[config.mk]
export PLATFORM = sky130hd
export DESIGN_NAME = div_feed_flat
export DESIGN_NICKNAME = d
export VERILOG_FILES = /design/src/rtl/div_feed_if.sv /design/src/rtl/div_feed.sv /design/src/flat_wrapper.sv
export SDC_FILE = /design/constraint.sdc
export NUM_CORES = 1
export LEC_CHECK = 0
export ABC_AREA = 1
export BUFFER_PORTS_ARGS = -buffer_cell sky130_fd_sc_hd__buf_2
export CAP_MARGIN = 20
export CORE_MARGIN = 2
export CORE_UTILIZATION = 61
export DETAILED_ROUTE_END_ITERATION = 8
export GPL_TIMING_DRIVEN = 0
export PLACE_DENSITY = 0.86
export SKIP_LAST_GASP = 1
export SLEW_MARGIN = 25
export SYNTH_ARGS = -nofsm -noshare
export SYNTH_HDL_FRONTEND = slang
export SYNTH_SLANG_ARGS = --single-unit
[constraint.sdc]
create_clock -name clk -period 5.6 [get_ports clk]
set_input_delay 0.84 -clock clk [delete_from_list [all_inputs] [get_ports clk]]
set_output_delay 0.84 -clock clk [all_outputs]
set_load 0.01 [all_outputs]
[src/rtl/div_feed_if.sv]
// Request, divider-side and result bundle for div_feed.
// The slave modport is the div_feed view; master is the requester/divider/consumer view.
interface div_feed_if #(
  parameter int unsigned DIVIDEND_WIDTH = 21,
  parameter int unsigned DIVISOR_WIDTH  = 12,
  parameter int unsigned OUTPUT_WIDTH   = 22,
  parameter int unsigned TAG_WIDTH      = 4
) ();
  logic                      in_valid;
  logic                      in_ready;
  logic [DIVIDEND_WIDTH-1:0] in_dividend;
  logic [DIVISOR_WIDTH-1:0]  in_divisor;
  logic [TAG_WIDTH-1:0]      in_tag;

  logic [DIVIDEND_WIDTH-1:0] div_dividend;
  logic [DIVISOR_WIDTH-1:0]  div_divisor;
  logic                      div_pull;
  logic                      div_push;
  logic [OUTPUT_WIDTH-1:0]   div_quotient;

  logic                      out_valid;
  logic                      out_ready;
  logic [OUTPUT_WIDTH-1:0]   out_quotient;
  logic [TAG_WIDTH-1:0]      out_tag;

  modport slave (
    input  in_valid, in_dividend, in_divisor, in_tag,
    input  div_pull, div_push, div_quotient, out_ready,
    output in_ready, div_dividend, div_divisor,
    output out_valid, out_quotient, out_tag
  );

  modport master (
    output in_valid, in_dividend, in_divisor, in_tag,
    output div_pull, div_push, div_quotient, out_ready,
    input  in_ready, div_dividend, div_divisor,
    input  out_valid, out_quotient, out_tag
  );
endinterface

[src/rtl/div_feed.sv]
// Feeds operands to a fixed-latency strobed divider, tracks tags through a
// push-advanced slot pipe and buffers results in a credit-protected FIFO.
module div_feed #(
  parameter int unsigned DIVIDEND_WIDTH = 21,
  parameter int unsigned DIVISOR_WIDTH  = 12,
  parameter int unsigned OUTPUT_WIDTH   = 22,
  parameter int unsigned TAG_WIDTH      = 4,
  parameter int unsigned DIV_LATENCY    = 8,
  parameter int unsigned FIFO_DEPTH     = 16
) (
  input  logic        clk,
  input  logic        rst_n,
  div_feed_if.slave   bus
);
  localparam int unsigned PTR_W = $clog2(FIFO_DEPTH);
  localparam int unsigned CNT_W = PTR_W + 1;
  localparam int unsigned SUM_W = CNT_W + 1;
  localparam int unsigned INF_W = $clog2(DIV_LATENCY + 2);

  logic [DIVIDEND_WIDTH-1:0] div_dividend_q, div_dividend_d;
  logic [DIVISOR_WIDTH-1:0]  div_divisor_q, div_divisor_d;
  logic                      pend_valid_q, pend_valid_d;
  logic [TAG_WIDTH-1:0]      pend_tag_q, pend_tag_d;
  logic [DIV_LATENCY-1:0]    slot_valid_q, slot_valid_d;
  logic [TAG_WIDTH-1:0]      slot_tag_q [DIV_LATENCY];
  logic [TAG_WIDTH-1:0]      slot_tag_d [DIV_LATENCY];
  logic [PTR_W-1:0]          wr_ptr_q, wr_ptr_d, rd_ptr_q, rd_ptr_d;
  logic [CNT_W-1:0]          fifo_count_q, fifo_count_d;
  logic                      live_q, live_d;
  logic [OUTPUT_WIDTH-1:0]   fifo_quot_q [FIFO_DEPTH];
  logic [OUTPUT_WIDTH-1:0]   fifo_quot_d [FIFO_DEPTH];
  logic [TAG_WIDTH-1:0]      fifo_tag_q [FIFO_DEPTH];
  logic [TAG_WIDTH-1:0]      fifo_tag_d [FIFO_DEPTH];

  logic [INF_W-1:0] inflight_c;
  logic             credit_ok_c, in_ready_c, launch_c, fifo_wr_c, fifo_rd_c;

  // Credits count every result that may still land in the FIFO, so a write can never overflow.
  always_comb begin
    inflight_c = INF_W'(pend_valid_q);
    for (int i = 0; i < int'(DIV_LATENCY); i++) begin
      inflight_c = inflight_c + INF_W'(slot_valid_q[i]);
    end
    credit_ok_c = (SUM_W'(fifo_count_q) + SUM_W'(inflight_c)) < SUM_W'(FIFO_DEPTH);
    in_ready_c  = bus.div_pull && credit_ok_c && live_q;
    launch_c    = bus.in_valid && in_ready_c;
    fifo_wr_c   = bus.div_push && slot_valid_q[DIV_LATENCY-1];
    fifo_rd_c   = (fifo_count_q != '0) && bus.out_ready;
  end

  always_comb begin
    div_dividend_d = div_dividend_q;
    div_divisor_d  = div_divisor_q;
    pend_valid_d   = pend_valid_q;
    pend_tag_d     = pend_tag_q;
    slot_valid_d   = slot_valid_q;
    slot_tag_d     = slot_tag_q;
    wr_ptr_d       = wr_ptr_q;
    rd_ptr_d       = rd_ptr_q;
    fifo_count_d   = fifo_count_q;
    fifo_quot_d    = fifo_quot_q;
    fifo_tag_d     = fifo_tag_q;
    live_d         = 1'b1;

    // Push consumes the old pending slot before a same-cycle pull refills it.
    if (bus.div_push) begin
      slot_valid_d[0] = pend_valid_q;
      slot_tag_d[0]   = pend_tag_q;
      for (int i = 1; i < int'(DIV_LATENCY); i++) begin
        slot_valid_d[i] = slot_valid_q[i-1];
        slot_tag_d[i]   = slot_tag_q[i-1];
      end
      pend_valid_d = 1'b0;
    end

    if (bus.div_pull) begin
      pend_valid_d = launch_c;
      pend_tag_d   = launch_c ? bus.in_tag : '0;
      if (launch_c) begin
        div_dividend_d = bus.in_dividend;
        div_divisor_d  = bus.in_divisor;
      end
    end

    if (fifo_wr_c) begin
      fifo_quot_d[wr_ptr_q] = bus.div_quotient;
      fifo_tag_d[wr_ptr_q]  = slot_tag_q[DIV_LATENCY-1];
      wr_ptr_d              = wr_ptr_q + PTR_W'(1);
    end
    if (fifo_rd_c) begin
      rd_ptr_d = rd_ptr_q + PTR_W'(1);
    end
    case ({fifo_wr_c, fifo_rd_c})
      2'b10:   fifo_count_d = fifo_count_q + CNT_W'(1);
      2'b01:   fifo_count_d = fifo_count_q - CNT_W'(1);
      default: fifo_count_d = fifo_count_q;
    endcase
  end

  always_ff @(posedge clk or negedge rst_n) begin
    if (!rst_n) begin
      div_dividend_q <= '0;
      div_divisor_q  <= '0;
      pend_valid_q   <= 1'b0;
      pend_tag_q     <= '0;
      slot_valid_q   <= '0;
      slot_tag_q     <= '{default: '0};
      wr_ptr_q       <= '0;
      rd_ptr_q       <= '0;
      fifo_count_q   <= '0;
      live_q         <= 1'b0;
    end else begin
      div_dividend_q <= div_dividend_d;
      div_divisor_q  <= div_divisor_d;
      pend_valid_q   <= pend_valid_d;
      pend_tag_q     <= pend_tag_d;
      slot_valid_q   <= slot_valid_d;
      slot_tag_q     <= slot_tag_d;
      wr_ptr_q       <= wr_ptr_d;
      rd_ptr_q       <= rd_ptr_d;
      fifo_count_q   <= fifo_count_d;
      live_q         <= live_d;
    end
  end

  // Storage only; validity is governed by the reset pointers and count.
  always_ff @(posedge clk) begin
    fifo_quot_q <= fifo_quot_d;
    fifo_tag_q  <= fifo_tag_d;
  end

  assign bus.in_ready     = in_ready_c;
  assign bus.div_dividend = div_dividend_q;
  assign bus.div_divisor  = div_divisor_q;
  assign bus.out_valid    = (fifo_count_q != '0);
  assign bus.out_quotient = fifo_quot_q[rd_ptr_q];
  assign bus.out_tag      = fifo_tag_q[rd_ptr_q];
endmodule

[src/flat_wrapper.sv]
// flat-port wrapper written by rule: the top's interface ports become plain ports
module div_feed_flat 
#(
  parameter int unsigned DIVIDEND_WIDTH = 21,
  parameter int unsigned DIVISOR_WIDTH  = 12,
  parameter int unsigned OUTPUT_WIDTH   = 22,
  parameter int unsigned TAG_WIDTH      = 4,
  parameter int unsigned DIV_LATENCY    = 8,
  parameter int unsigned FIFO_DEPTH     = 16
)
  (clk, rst_n, bus_in_valid, bus_in_dividend, bus_in_divisor, bus_in_tag, bus_div_pull, bus_div_push, bus_div_quotient, bus_out_ready, bus_in_ready, bus_div_dividend, bus_div_divisor, bus_out_valid, bus_out_quotient, bus_out_tag);
  div_feed_if #(.DIVIDEND_WIDTH(DIVIDEND_WIDTH), .DIVISOR_WIDTH(DIVISOR_WIDTH), .OUTPUT_WIDTH(OUTPUT_WIDTH), .TAG_WIDTH(TAG_WIDTH)) bus_i ();
  input  logic clk;
  input  logic rst_n;
  input wire logic [$bits(bus_i.in_valid)-1:0] bus_in_valid;
  input wire logic [$bits(bus_i.in_dividend)-1:0] bus_in_dividend;
  input wire logic [$bits(bus_i.in_divisor)-1:0] bus_in_divisor;
  input wire logic [$bits(bus_i.in_tag)-1:0] bus_in_tag;
  input wire logic [$bits(bus_i.div_pull)-1:0] bus_div_pull;
  input wire logic [$bits(bus_i.div_push)-1:0] bus_div_push;
  input wire logic [$bits(bus_i.div_quotient)-1:0] bus_div_quotient;
  input wire logic [$bits(bus_i.out_ready)-1:0] bus_out_ready;
  output wire logic [$bits(bus_i.in_ready)-1:0] bus_in_ready;
  output wire logic [$bits(bus_i.div_dividend)-1:0] bus_div_dividend;
  output wire logic [$bits(bus_i.div_divisor)-1:0] bus_div_divisor;
  output wire logic [$bits(bus_i.out_valid)-1:0] bus_out_valid;
  output wire logic [$bits(bus_i.out_quotient)-1:0] bus_out_quotient;
  output wire logic [$bits(bus_i.out_tag)-1:0] bus_out_tag;
  assign bus_i.in_valid = bus_in_valid;
  assign bus_i.in_dividend = bus_in_dividend;
  assign bus_i.in_divisor = bus_in_divisor;
  assign bus_i.in_tag = bus_in_tag;
  assign bus_i.div_pull = bus_div_pull;
  assign bus_i.div_push = bus_div_push;
  assign bus_i.div_quotient = bus_div_quotient;
  assign bus_i.out_ready = bus_out_ready;
  assign bus_in_ready = bus_i.in_ready;
  assign bus_div_dividend = bus_i.div_dividend;
  assign bus_div_divisor = bus_i.div_divisor;
  assign bus_out_valid = bus_i.out_valid;
  assign bus_out_quotient = bus_i.out_quotient;
  assign bus_out_tag = bus_i.out_tag;
  div_feed #(.DIVIDEND_WIDTH(DIVIDEND_WIDTH), .DIVISOR_WIDTH(DIVISOR_WIDTH), .OUTPUT_WIDTH(OUTPUT_WIDTH), .TAG_WIDTH(TAG_WIDTH), .DIV_LATENCY(DIV_LATENCY), .FIFO_DEPTH(FIFO_DEPTH)) u_core (.clk(clk), .rst_n(rst_n), .bus(bus_i));
endmodule
==> flow_metrics.py, run 1 <==
metrics = {
    "run_status": {
        "status": "finished, final reports clean",
    },
    "drt": {
        "ant_nets": 0,
        "routed-via-count": 15300,
        "avgRoutedWirePerCell_um": 23.9,
        "dr.first_iter.drc_count": 2088,
        "routed_wirelength_um": 58100,
        "viasPerCell": 6.30,
        "drt_pre_antenna_iters": 6,
        "detail_route.drc_violations": 0,
    },
    "cts": {
        "clkLatencyLatePin_ns": 0.57,
        "cts_made_buffers": 49,
        "ctsRootBufferMaster": "sky130_fd_sc_hd__clkbuf_16",
        "cts.htree.levels": 2,
        "clkSinkCount": 508,
        "cts_hold_repair.buffers": 0,
        "cts_resized": 0,
        "clock_tree_from_tritoncts": "done",
        "cts.reportedPaths.clkPinSlew_ns": 0.07,
        "post_cts.repair.setup_buffers": 0,
        "clk_path_buf_depth": 3,
    },
    "global_routing": {
        "grt_util_all_layers_pct": 32.8,
        "via_count_of_the_first_global_routing_pass": 15500,
        "gr-total-overflow": 0,
        "antenna_found_initial": 1,
        "global_route_wire_length_before_repair_um": 87600,
        "grt_max_degree": 74,
    },
    "power_and_ir_drop": {
        "power.density_cell_area_mw_per_mm2": 522,
        "sequentialPowerShare_pct": 36.0,
        "sw_pwr_w": 0.00483,
        "comb_power_share_pct": 37.2,
        "switching_share_pct": 38.1,
        "cellInternalPower_w": 0.00783,
        "p_total_w": 0.0127,
        "irDropWorstVdd_mv": 0.478,
        "clock_power_share_pct": 26.8,
        "p_leak_nw": 9.07,
    },
    "die": {
        "pin_count": 126,
        "die_area_mm2": 0.0356,
        "die_height_um": 189,
        "fp.dieW_um": 189,
        "initial_utilization_pct": 62.0,
        "rows": 67,
        "core_area_mm2": 0.0336,
    },
    "cells_and_area": {
        "area_delta_synth_final_pct": 16.3,
        "num-nets-final": 2025,
        "fill_cells": 2034,
        "layout.cells.most_common_list": "416 x sky130_fd_sc_hd__edfxtp_1, 352 x sky130_fd_sc_hd__nor2_1, 161 x sky130_fd_sc_hd__buf_2, 155 x sky130_fd_sc_hd__nand2_1, 137 x sky130_fd_sc_hd__o21ai_0",
        "instances_no_fill": 2426,
        "mostFrequentLayoutCell": "sky130_fd_sc_hd__edfxtp_1",
        "drive_gt1_share_pct": 18.4,
    },
    "logic_synthesis": {
        "synth_largest_type_area_fraction_pct": 60.0,
        "area_contributors_post_synth": "sky130_fd_sc_hd__edfxtp_1 60%, sky130_fd_sc_hd__dfrtp_1 11%, sky130_fd_sc_hd__nor2_1 6.6%",
        "synth_top_family_by_area": "simple AND/OR/NAND/NOR gates",
        "post-synth-top-area-cell": "sky130_fd_sc_hd__edfxtp_1",
        "syn_area_per_cell_um2": 11.9,
        "synth_mux_area_share_pct": 0.0541,
        "synth_fp_nets": 1833,
        "yosys.area_share.xor_xnor_pct": 0.420,
        "ys_seq_elements": 508,
        "compound_gate_portion_of_the_synthesized_area_pct": 7.15,
        "synth_cell_type_count": 28,
        "post_synth_inst_count": 1744,
        "simple_logic_cell_fraction_of_the_synthesized_area_pct": 15.7,
        "synth_seq_area_share_pct": 71.0,
        "synthAdderAreaFrac_pct": 1.66,
        "ys_warn_count": 0,
        "synth_area_mm2": 0.0208,
    },
    "critical_path": {
        "cp-end-kind": "primary output",
        "path_class": "reg -> out",
        "start_kind": "register",
        "worst_ep_arrival_time_ns": 4.40,
        "cp_max_fo": 10,
        "critPathRequiredTime_ns": 4.76,
        "ff2ff_setup_slack_ns": 1.25,
    },
    "sta": {
        "fin_setup_tns_ns": 0,
        "timing_worst_slew_pin_value_ns": 0.907,
        "timing.fmax_mhz": 191,
        "post-route-min-period_ns": 5.24,
        "timing_hold_violations_final": 0,
        "setup_viol": 0,
        "layout_worst_path_cycle_share_pct": 93.5,
        "finalClockSkew_ns": 0.0167,
        "timing_max_transition_violations_final": 0,
        "grt_setup_unrepaired": "false",
        "timing.final.ws_setup_ns": 0.363,
        "slew_headroom_pct": 39.5,
    },
    "place": {
        "numPortBuffers": 124,
        "post_detailed_placement_half_perimeter_wirelength_um": 36000,
        "post-place-cells": 2333,
        "dpl_worst_slack_ns": 0.890,
        "place_congestion": 0.864,
    },
    "worst_hold_path": {
        "hold_path_class": "in -> async",
    },
    "job": {
        "cap_viol_max_count": 0,
    },
}
-- sequential cells by signal, indices dropped and copies added (netlist names) --
signal and count:
u_core.live_q 1, u_core.fifo_tag_q 64, u_core.bus.div_divisor 12, u_core.wr_ptr_q 4, u_core.pend_tag_q 4, u_core.pend_valid_q 1
u_core.slot_valid_q 8, u_core.fifo_quot_q 352, u_core.slot_tag_q 32, u_core.bus.div_dividend 21, u_core.fifo_count_q 5, u_core.rd_ptr_q 4
-- cells in the mapped netlist, drive strengths merged --
library cell,number
a21boi,1
a21o,1
a21oi,18
buf,78
clkbuf,31
conb,1
dfrtp,92
edfxtp,416
fa,6
ha,18
inv,50
mux2,1
nand2,155
nand3,136
nand4,39
nor2,428
o211ai,26
o21ai,236
o21bai,1
xnor2,2
xor2,8
-- power groups by stage --
| stage | clock network, W | registers (W) | logic (W) |
|---|---|---|---|
| after floorplan | 0 | 0.00464 | 0.00273 |
| after global placement | 0 | 0.00461 | 0.00424 |
| after detailed placement | 0 | 0.00462 | 0.00449 |
| after CTS | 0.00338 | 0.00455 | 0.00459 |
| after global routing | 0.00353 | 0.00458 | 0.00502 |
| final | 0.00339 | 0.00456 | 0.00471 |
-- cell type report --
class	instances	area, um2	area share (%)
Clock buffer	71	1410	5.83
Antenna cell	1	2.50	0.0103
Sequential cell	508	14800	61.1
Timing Repair Buffer	141	1070	4.40
Inverter	50	188	0.775
Multi-Input combinational cell	1077	5320	22.0
Buffer	109	656	2.71
Clock inverter	21	231	0.955
Tap cell	448	561	2.31
-- metal layers --
layer	up-vias	track usage (%)	wire, um
li1	6493	-	-
met1	7205	39.7	19600
met2	1278	53.7	27400
met3	301	8.51	7310
met4	0	19.2	3740
met5	-	0	0
-- per-stage QoR --
stage                     hold slack, ns  util, %  instance area [um2]
after global routing               0.117     72.1                24200
after CTS                          0.113     72.1                24200
final                              0.115     72.1                24200
after floorplan                    0.450        -                20800
after detailed placement           0.457     67.2                22600
after global placement             0.452     65.5                22000
-- cells by family (layout without fill, tap and decap cells) --
group | Yosys count | after routing
compound gates | 283 | 283
xor+xnor | 10 | 10
fa+ha+maj | 24 | 24
buf+inv | 159 | 392
flops | 508 | 508
mux | 1 | 1
other cells | 1 | 2
simple gates | 758 | 758
-- final timing paths --
path / start / end / cells after the start
max in group asynchronous: rst_n / u_core.bus.div_dividend[17] / 2
max: u_core.slot_valid_q[0] / bus_in_ready / 16
min in group clk: u_core.bus.div_dividend[12] / u_core.bus.div_dividend[12] / 2
max reg2reg: u_core.slot_valid_q[0] / u_core.bus.div_divisor[10] / 17
min: rst_n / u_core.wr_ptr_q[3] / 1
min reg2reg: u_core.bus.div_dividend[12] / u_core.bus.div_dividend[12] / 2
-- worst max-delay path: stages, from the launching register on --
cell and delay, ns:
sky130_fd_sc_hd__dfrtp_1 0.40, sky130_fd_sc_hd__ha_1 0.30, sky130_fd_sc_hd__inv_1 0.07, sky130_fd_sc_hd__fa_1 0.42, sky130_fd_sc_hd__fa_1 0.42, sky130_fd_sc_hd__fa_1 0.54
sky130_fd_sc_hd__inv_1 0.06, sky130_fd_sc_hd__ha_1 0.26, sky130_fd_sc_hd__a21oi_1 0.16, sky130_fd_sc_hd__o21bai_1 0.09, sky130_fd_sc_hd__ha_1 0.20, sky130_fd_sc_hd__nor2_1 0.10
sky130_fd_sc_hd__nand2_1 0.09, sky130_fd_sc_hd__nor2_2 0.16, sky130_fd_sc_hd__clkbuf_4 0.24, sky130_fd_sc_hd__a21boi_0 0.18, sky130_fd_sc_hd__buf_2 0.16
Note: power is estimated with default switching activity, not from simulation.
==> run 2: changes to the inputs <==
BUFFER_PORTS_ARGS = unset   (was -buffer_cell sky130_fd_sc_hd__buf_2)
CORE_UTILIZATION = 28   (was 61)
DONT_BUFFER_PORTS = 1   (was unset)
PLACE_DENSITY = 0.47   (was 0.86)
==> run 2 against run 1 <==
Against the previous run: power decreased by 0.20%; worst hold slack improved by 0.013 ns; clock power increased by 10%; register-to-register slack about the same; first-iteration DRC count decreased by 50%; critical path depth decreased by 1; global-route usage decreased by 17 points; combinational power decreased by 9.1%; highest routed layer unchanged.
==> flow_metrics.py, run 2 (synthesized netlist as in run 1, its figures left out) <==
metrics = {
    "run_status": {
        "status": "finished, final reports clean",
    },
    "job": {
        "cap_viol_max_count": 0,
    },
    "cts": {
        "clk_path_buf_depth": 3,
        "clkSinkCount": 508,
        "clock_tree_from_tritoncts": "done",
        "ctsRootBufferMaster": "sky130_fd_sc_hd__clkbuf_16",
        "clkLatencyLatePin_ns": 0.64,
        "post_cts.repair.setup_buffers": 0,
        "cts.htree.levels": 2,
        "cts.reportedPaths.clkPinSlew_ns": 0.06,
        "cts_made_buffers": 56,
    },
    "sta": {
        "slew_headroom_pct": 37.6,
        "setup_viol": 0,
        "timing_worst_slew_pin_value_ns": 0.936,
        "timing.hold.ws_ns": 0.128,
        "post-route-min-period_ns": 5.30,
        "timing_hold_violations_final": 0,
        "fin_setup_tns_ns": 0,
        "layout_worst_path_cycle_share_pct": 94.6,
        "grt_setup_unrepaired": "false",
        "timing_max_transition_violations_final": 0,
        "finalClockSkew_ns": 0.0505,
        "timing.fmax_mhz": 189,
    },
    "critical_path": {
        "cp_max_fo": 10,
        "r2r_end": "u_core.pend_tag_q[2]",
        "slowest_stage": "sky130_fd_sc_hd__fa_1",
        "crit_family": "adder cells",
        "crit_path_max_incr_delay_ns": 0.55,
        "number_of_cells_on_the_worst_reg_to_reg_path": 18,
        "cp-end-kind": "primary output",
        "critical_path.n_buffers_inverters": 3,
        "path_class": "reg -> out",
        "critPathRequiredTime_ns": 4.76,
        "ff2ff_setup_slack_ns": 1.25,
        "crit-reg2reg-launch": "u_core.slot_valid_q[0]",
        "worst_ep_arrival_time_ns": 4.46,
        "path_cells": "ha_1 > inv_1 > fa_1 > fa_1 > fa_1 > inv_1 > ha_1 > a21oi_1 > o21bai_1 > ha_1 > nor2_1 > nand2_1 > nor2_2 > buf_2 > a21boi_2",
        "critical_path_source": "u_core.slot_valid_q[0]",
        "start_kind": "register",
    },
    "global_routing": {
        "via_count_of_the_first_global_routing_pass": 13500,
        "grt_max_degree": 93,
        "grt_util_all_layers_pct": 15.6,
        "global_route_wire_length_before_repair_um": 89100,
        "antenna_found_initial": 0,
        "gr-total-overflow": 0,
    },
    "die": {
        "initial_utilization_pct": 28.1,
        "rows": 100,
        "pin_count": 126,
        "die_area_mm2": 0.0766,
        "die_height_um": 277,
        "fp.dieW_um": 277,
        "core_area_mm2": 0.0741,
    },
    "power_and_ir_drop": {
        "comb_power_share_pct": 33.9,
        "switching_share_pct": 38.1,
        "irDropWorstVdd_mv": 0.277,
        "p_leak_nw": 8.65,
        "sequentialPowerShare_pct": 36.6,
        "sw_pwr_w": 0.00481,
        "cellInternalPower_w": 0.00782,
        "clock_power_share_pct": 29.5,
        "power.density_cell_area_mw_per_mm2": 516,
    },
    "cells_and_area": {
        "drive_gt1_share_pct": 13.3,
        "antenna-diode-count": 0,
        "num-nets-final": 1908,
        "fill_cells": 7355,
        "layout.cells.most_common_list": "416 x sky130_fd_sc_hd__edfxtp_1, 352 x sky130_fd_sc_hd__nor2_1, 155 x sky130_fd_sc_hd__nand2_1, 137 x sky130_fd_sc_hd__o21ai_0, 136 x sky130_fd_sc_hd__nand3_1",
        "instances_no_fill": 2832,
        "register_with_the_most_flip_flops": "u_core.fifo_quot_q",
        "area_delta_synth_final_pct": 17.4,
        "mostFrequentLayoutCell": "sky130_fd_sc_hd__edfxtp_1",
        "largest_register_ffs": 352,
        "largestRegisters": "u_core.fifo_quot_q (352), u_core.fifo_tag_q (64), u_core.slot_tag_q (32)",
    },
    "place": {
        "numPortBuffers": 0,
        "post_detailed_placement_half_perimeter_wirelength_um": 38800,
        "post-place-cells": 2729,
        "place_congestion": 0.772,
    },
    "drt": {
        "detail_route.drc_violations": 0,
        "routed_wirelength_um": 60100,
        "viasPerCell": 4.68,
        "drt_pre_antenna_iters": 5,
        "dr.first_iter.drc_count": 1051,
        "ant_nets": 0,
        "avgRoutedWirePerCell_um": 21.2,
        "routed-via-count": 13300,
    },
    "worst_hold_path": {
        "hold_path_class": "in -> async",
    },
}
-- run 2: power groups by stage --
stage               clock [W]  sequential [W]  combinational (W)
finish                0.00373         0.00462            0.00428
global route          0.00396         0.00466            0.00477
CTS                   0.00382         0.00462            0.00437
detailed placement          0         0.00470            0.00434
global placement            0         0.00470            0.00423
floorplan                   0         0.00464            0.00273
-- run 2: worst max path at each step --
stage                     cells past startpoint  slack [ns]           end
after detailed placement                     15        0.60  bus_in_ready
after floorplan                              14        1.18  bus_in_ready
after CTS                                    15        0.09  bus_in_ready
after global placement                       15        0.59  bus_in_ready
final                                        15        0.30  bus_in_ready
after global routing                         15        0.03  bus_in_ready
-- run 2: repair_timing --
item                                    4_1_cts  5_1_grt
endpoints found under the setup margin        1        1
gates resized for setup                       2        1
hold buffers                                  1        0
endpoints found under the hold margin        92        0
-- run 2: final cells by class --
cell class / count / area [um2] / share of cell area [%]
Buffer: 109 / 653 / 2.67
Clock buffer: 75 / 1560 / 6.37
Clock inverter: 27 / 314 / 1.28
Inverter: 50 / 188 / 0.767
Multi-Input combinational cell: 1077 / 5320 / 21.8
Sequential cell: 508 / 14800 / 60.5
Tap cell: 969 / 1210 / 4.96
Timing Repair Buffer: 17 / 423 / 1.73
-- run 2: per-layer routing --
layer	global-route usage, %	part of all wire (%)	vias to the layer above
met5	0	0	-
met4	4.53	2.3	0
met3	3.07	5.5	80
met2	26.1	48	377
met1	20.6	44	6523
li1	-	-	6279
-- run 2: through the flow --
| stage | worst slack (ns) | area [um2] | util, % | power [W] |
|---|---|---|---|---|
| after floorplan | 1.18 | 20800 | - | 0.00737 |
| after global placement | 0.589 | 22000 | 29.8 | 0.00893 |
| after detailed placement | 0.596 | 22600 | 30.5 | 0.00904 |
| after CTS | 0.0931 | 24500 | 33.0 | 0.0128 |
| after global routing | 0.0277 | 24500 | 33.0 | 0.0134 |
| final | 0.302 | 24500 | 33.0 | 0.0126 |
==> run 3: changes to the inputs <==
clock period = 6.4 ns   (was 5.6 ns; I/O delays follow)
==> run 3 against run 2 <==
Against the previous run: combinational power is 13% lower; first-iteration DRC count is 4.2% higher; non-clock buffer count stayed put; final cell count stayed put; register-to-register slack better by 0.83 ns; global-route usage hardly changed; die area stayed put; critical path depth stayed put; largest cell class unchanged.
==> flow_metrics.py, run 3 (synthesized netlist as in run 1, its figures left out) <==
metrics = {
    "cells_and_area": {
        "largestRegisters": "u_core.fifo_quot_q (352), u_core.fifo_tag_q (64), u_core.slot_tag_q (32)",
        "mostFrequentLayoutCell": "sky130_fd_sc_hd__edfxtp_1",
        "register_with_the_most_flip_flops": "u_core.fifo_quot_q",
        "area_delta_synth_final_pct": 17.4,
        "drive_gt1_share_pct": 13.2,
        "antenna-diode-count": 0,
        "num-nets-final": 1908,
        "largest_register_ffs": 352,
        "layout.cells.most_common_list": "416 x sky130_fd_sc_hd__edfxtp_1, 353 x sky130_fd_sc_hd__nor2_1, 155 x sky130_fd_sc_hd__nand2_1, 137 x sky130_fd_sc_hd__o21ai_0, 136 x sky130_fd_sc_hd__nand3_1",
    },
    "cts": {
        "cts_hold_repair.buffers": 1,
        "cts_resized": 0,
        "clk_path_buf_depth": 3,
        "clock_tree_from_tritoncts": "done",
        "post_cts.repair.setup_buffers": 0,
        "clkLatencyLatePin_ns": 0.63,
        "clkSinkCount": 508,
        "cts.reportedPaths.clkPinSlew_ns": 0.06,
        "cts.htree.levels": 2,
        "cts_made_buffers": 56,
        "ctsRootBufferMaster": "sky130_fd_sc_hd__clkbuf_16",
    },
    "place": {
        "dpl_worst_slack_ns": 1.28,
        "numPortBuffers": 0,
        "place_congestion": 0.772,
        "post_detailed_placement_half_perimeter_wirelength_um": 38800,
    },
    "die": {
        "die_area_mm2": 0.0766,
        "pin_count": 126,
        "rows": 100,
        "fp.dieW_um": 277,
        "initial_utilization_pct": 28.1,
        "core_area_mm2": 0.0741,
        "die_height_um": 277,
    },
    "critical_path": {
        "ff2ff_setup_slack_ns": 2.08,
        "worst_ep_arrival_time_ns": 4.75,
        "crit_path_max_incr_delay_ns": 0.55,
        "cp_max_fo": 10,
        "start_kind": "register",
        "critical_path_source": "u_core.slot_valid_q[0]",
        "path_cells": "ha_1 > inv_1 > fa_1 > fa_1 > fa_1 > inv_1 > ha_1 > a21oi_1 > o21bai_1 > ha_1 > nor2_1 > nand2_1 > nor2_1 > buf_2 > a21boi_0",
        "slowest_stage": "sky130_fd_sc_hd__fa_1",
        "number_of_cells_on_the_worst_reg_to_reg_path": 18,
        "critPathRequiredTime_ns": 5.44,
        "crit-reg2reg-launch": "u_core.slot_valid_q[0]",
        "crit_family": "adder cells",
        "r2r_end": "u_core.pend_tag_q[1]",
        "cp-end-kind": "primary output",
        "critical_path.n_buffers_inverters": 3,
        "path_class": "reg -> out",
    },
    "global_routing": {
        "grt_util_all_layers_pct": 15.7,
        "grt_max_degree": 71,
        "gr-total-overflow": 0,
        "via_count_of_the_first_global_routing_pass": 13500,
        "antenna_found_initial": 0,
        "global_route_wire_length_before_repair_um": 89300,
    },
    "job": {
        "cap_viol_max_count": 0,
    },
    "drt": {
        "detail_route.drc_violations": 0,
        "dr.first_iter.drc_count": 1095,
        "routed-via-count": 13200,
        "routed_wirelength_um": 60200,
        "drt_pre_antenna_iters": 5,
        "avgRoutedWirePerCell_um": 21.3,
        "viasPerCell": 4.67,
        "ant_nets": 0,
    },
    "power_and_ir_drop": {
        "p_leak_nw": 8.65,
        "power.density_cell_area_mw_per_mm2": 451,
        "irDropWorstVdd_mv": 0.241,
    },
    "sta": {
        "setup_viol": 0,
        "timing_hold_violations_final": 0,
        "timing_max_transition_violations_final": 0,
        "layout_worst_path_cycle_share_pct": 89.3,
        "grt_setup_unrepaired": "false",
        "finalClockSkew_ns": 0.0503,
        "post-route-min-period_ns": 5.71,
        "slew_headroom_pct": 38.4,
        "timing.fmax_mhz": 175,
        "timing_worst_slew_pin_value_ns": 0.924,
        "fin_setup_tns_ns": 0,
        "timing.final.ws_setup_ns": 0.687,
    },
    "run_status": {
        "status": "finished, final reports clean",
    },
    "worst_hold_path": {
        "hold_path_class": "in -> async",
    },
}
-- run 3: cell count changes in the layout (fill, tap and decap cells not counted) --
| cell | previous run | this run |
|---|---|---|
| sky130_fd_sc_hd__nor2_1 | 352 | 353 |
| sky130_fd_sc_hd__nor2_2 | 60 | 59 |
| sky130_fd_sc_hd__a21boi_0 | 0 | 1 |
| sky130_fd_sc_hd__a21boi_2 | 1 | 0 |
-- run 3: per-layer routing --
layer | up-vias | global-route usage, % | routed length (um)
li1 | 6277 | - | -
met1 | 6524 | 20.7 | 26800
met2 | 358 | 26.1 | 28700
met3 | 79 | 3.05 | 3360
met4 | 0 | 4.53 | 1340
met5 | - | 0 | 0
-- run 3: per-stage QoR --
stage	utilization [%]	cell area, um2	std cells	hold slack [ns]	power, W
6_report	33.0	24500	2832	0.0399	0.0110
5_1_grt	33.0	24500	2832	0.00711	0.0117
4_1_cts	33.0	24500	2832	0.00122	0.0112
3_5_place_dp	30.5	22600	2729	0.470	0.00791
3_3_place_gp	29.8	22000	2713	0.464	0.00781
2_1_floorplan	-	20800	1744	0.450	0.00645
-- run 3: worst max path at each step --
stage / end / depth (start not counted)
6_report: bus_in_ready / 15
5_1_grt: bus_in_ready / 15
3_5_place_dp: bus_in_ready / 15
4_1_cts: bus_in_ready / 15
2_1_floorplan: bus_in_ready / 14
3_3_place_gp: bus_in_ready / 15
-- run 3: area by class of cell --
cell class / count / area, um2
timing repair buffer: 17 / 423
inverter: 50 / 188
clock inverter: 27 / 314
sequential: 508 / 14800
clock buffer: 75 / 1560
tap: 969 / 1210
fill: 7355 / 49600
buffer: 109 / 653
multi-input combinational: 1077 / 5320
-- run 3: power by group --
group          switching [W]  leakage [nW]  internal (W)
logic                0.00265          2.86       0.00109
registers           0.000209          4.88       0.00384
clock network        0.00135         0.914       0.00192
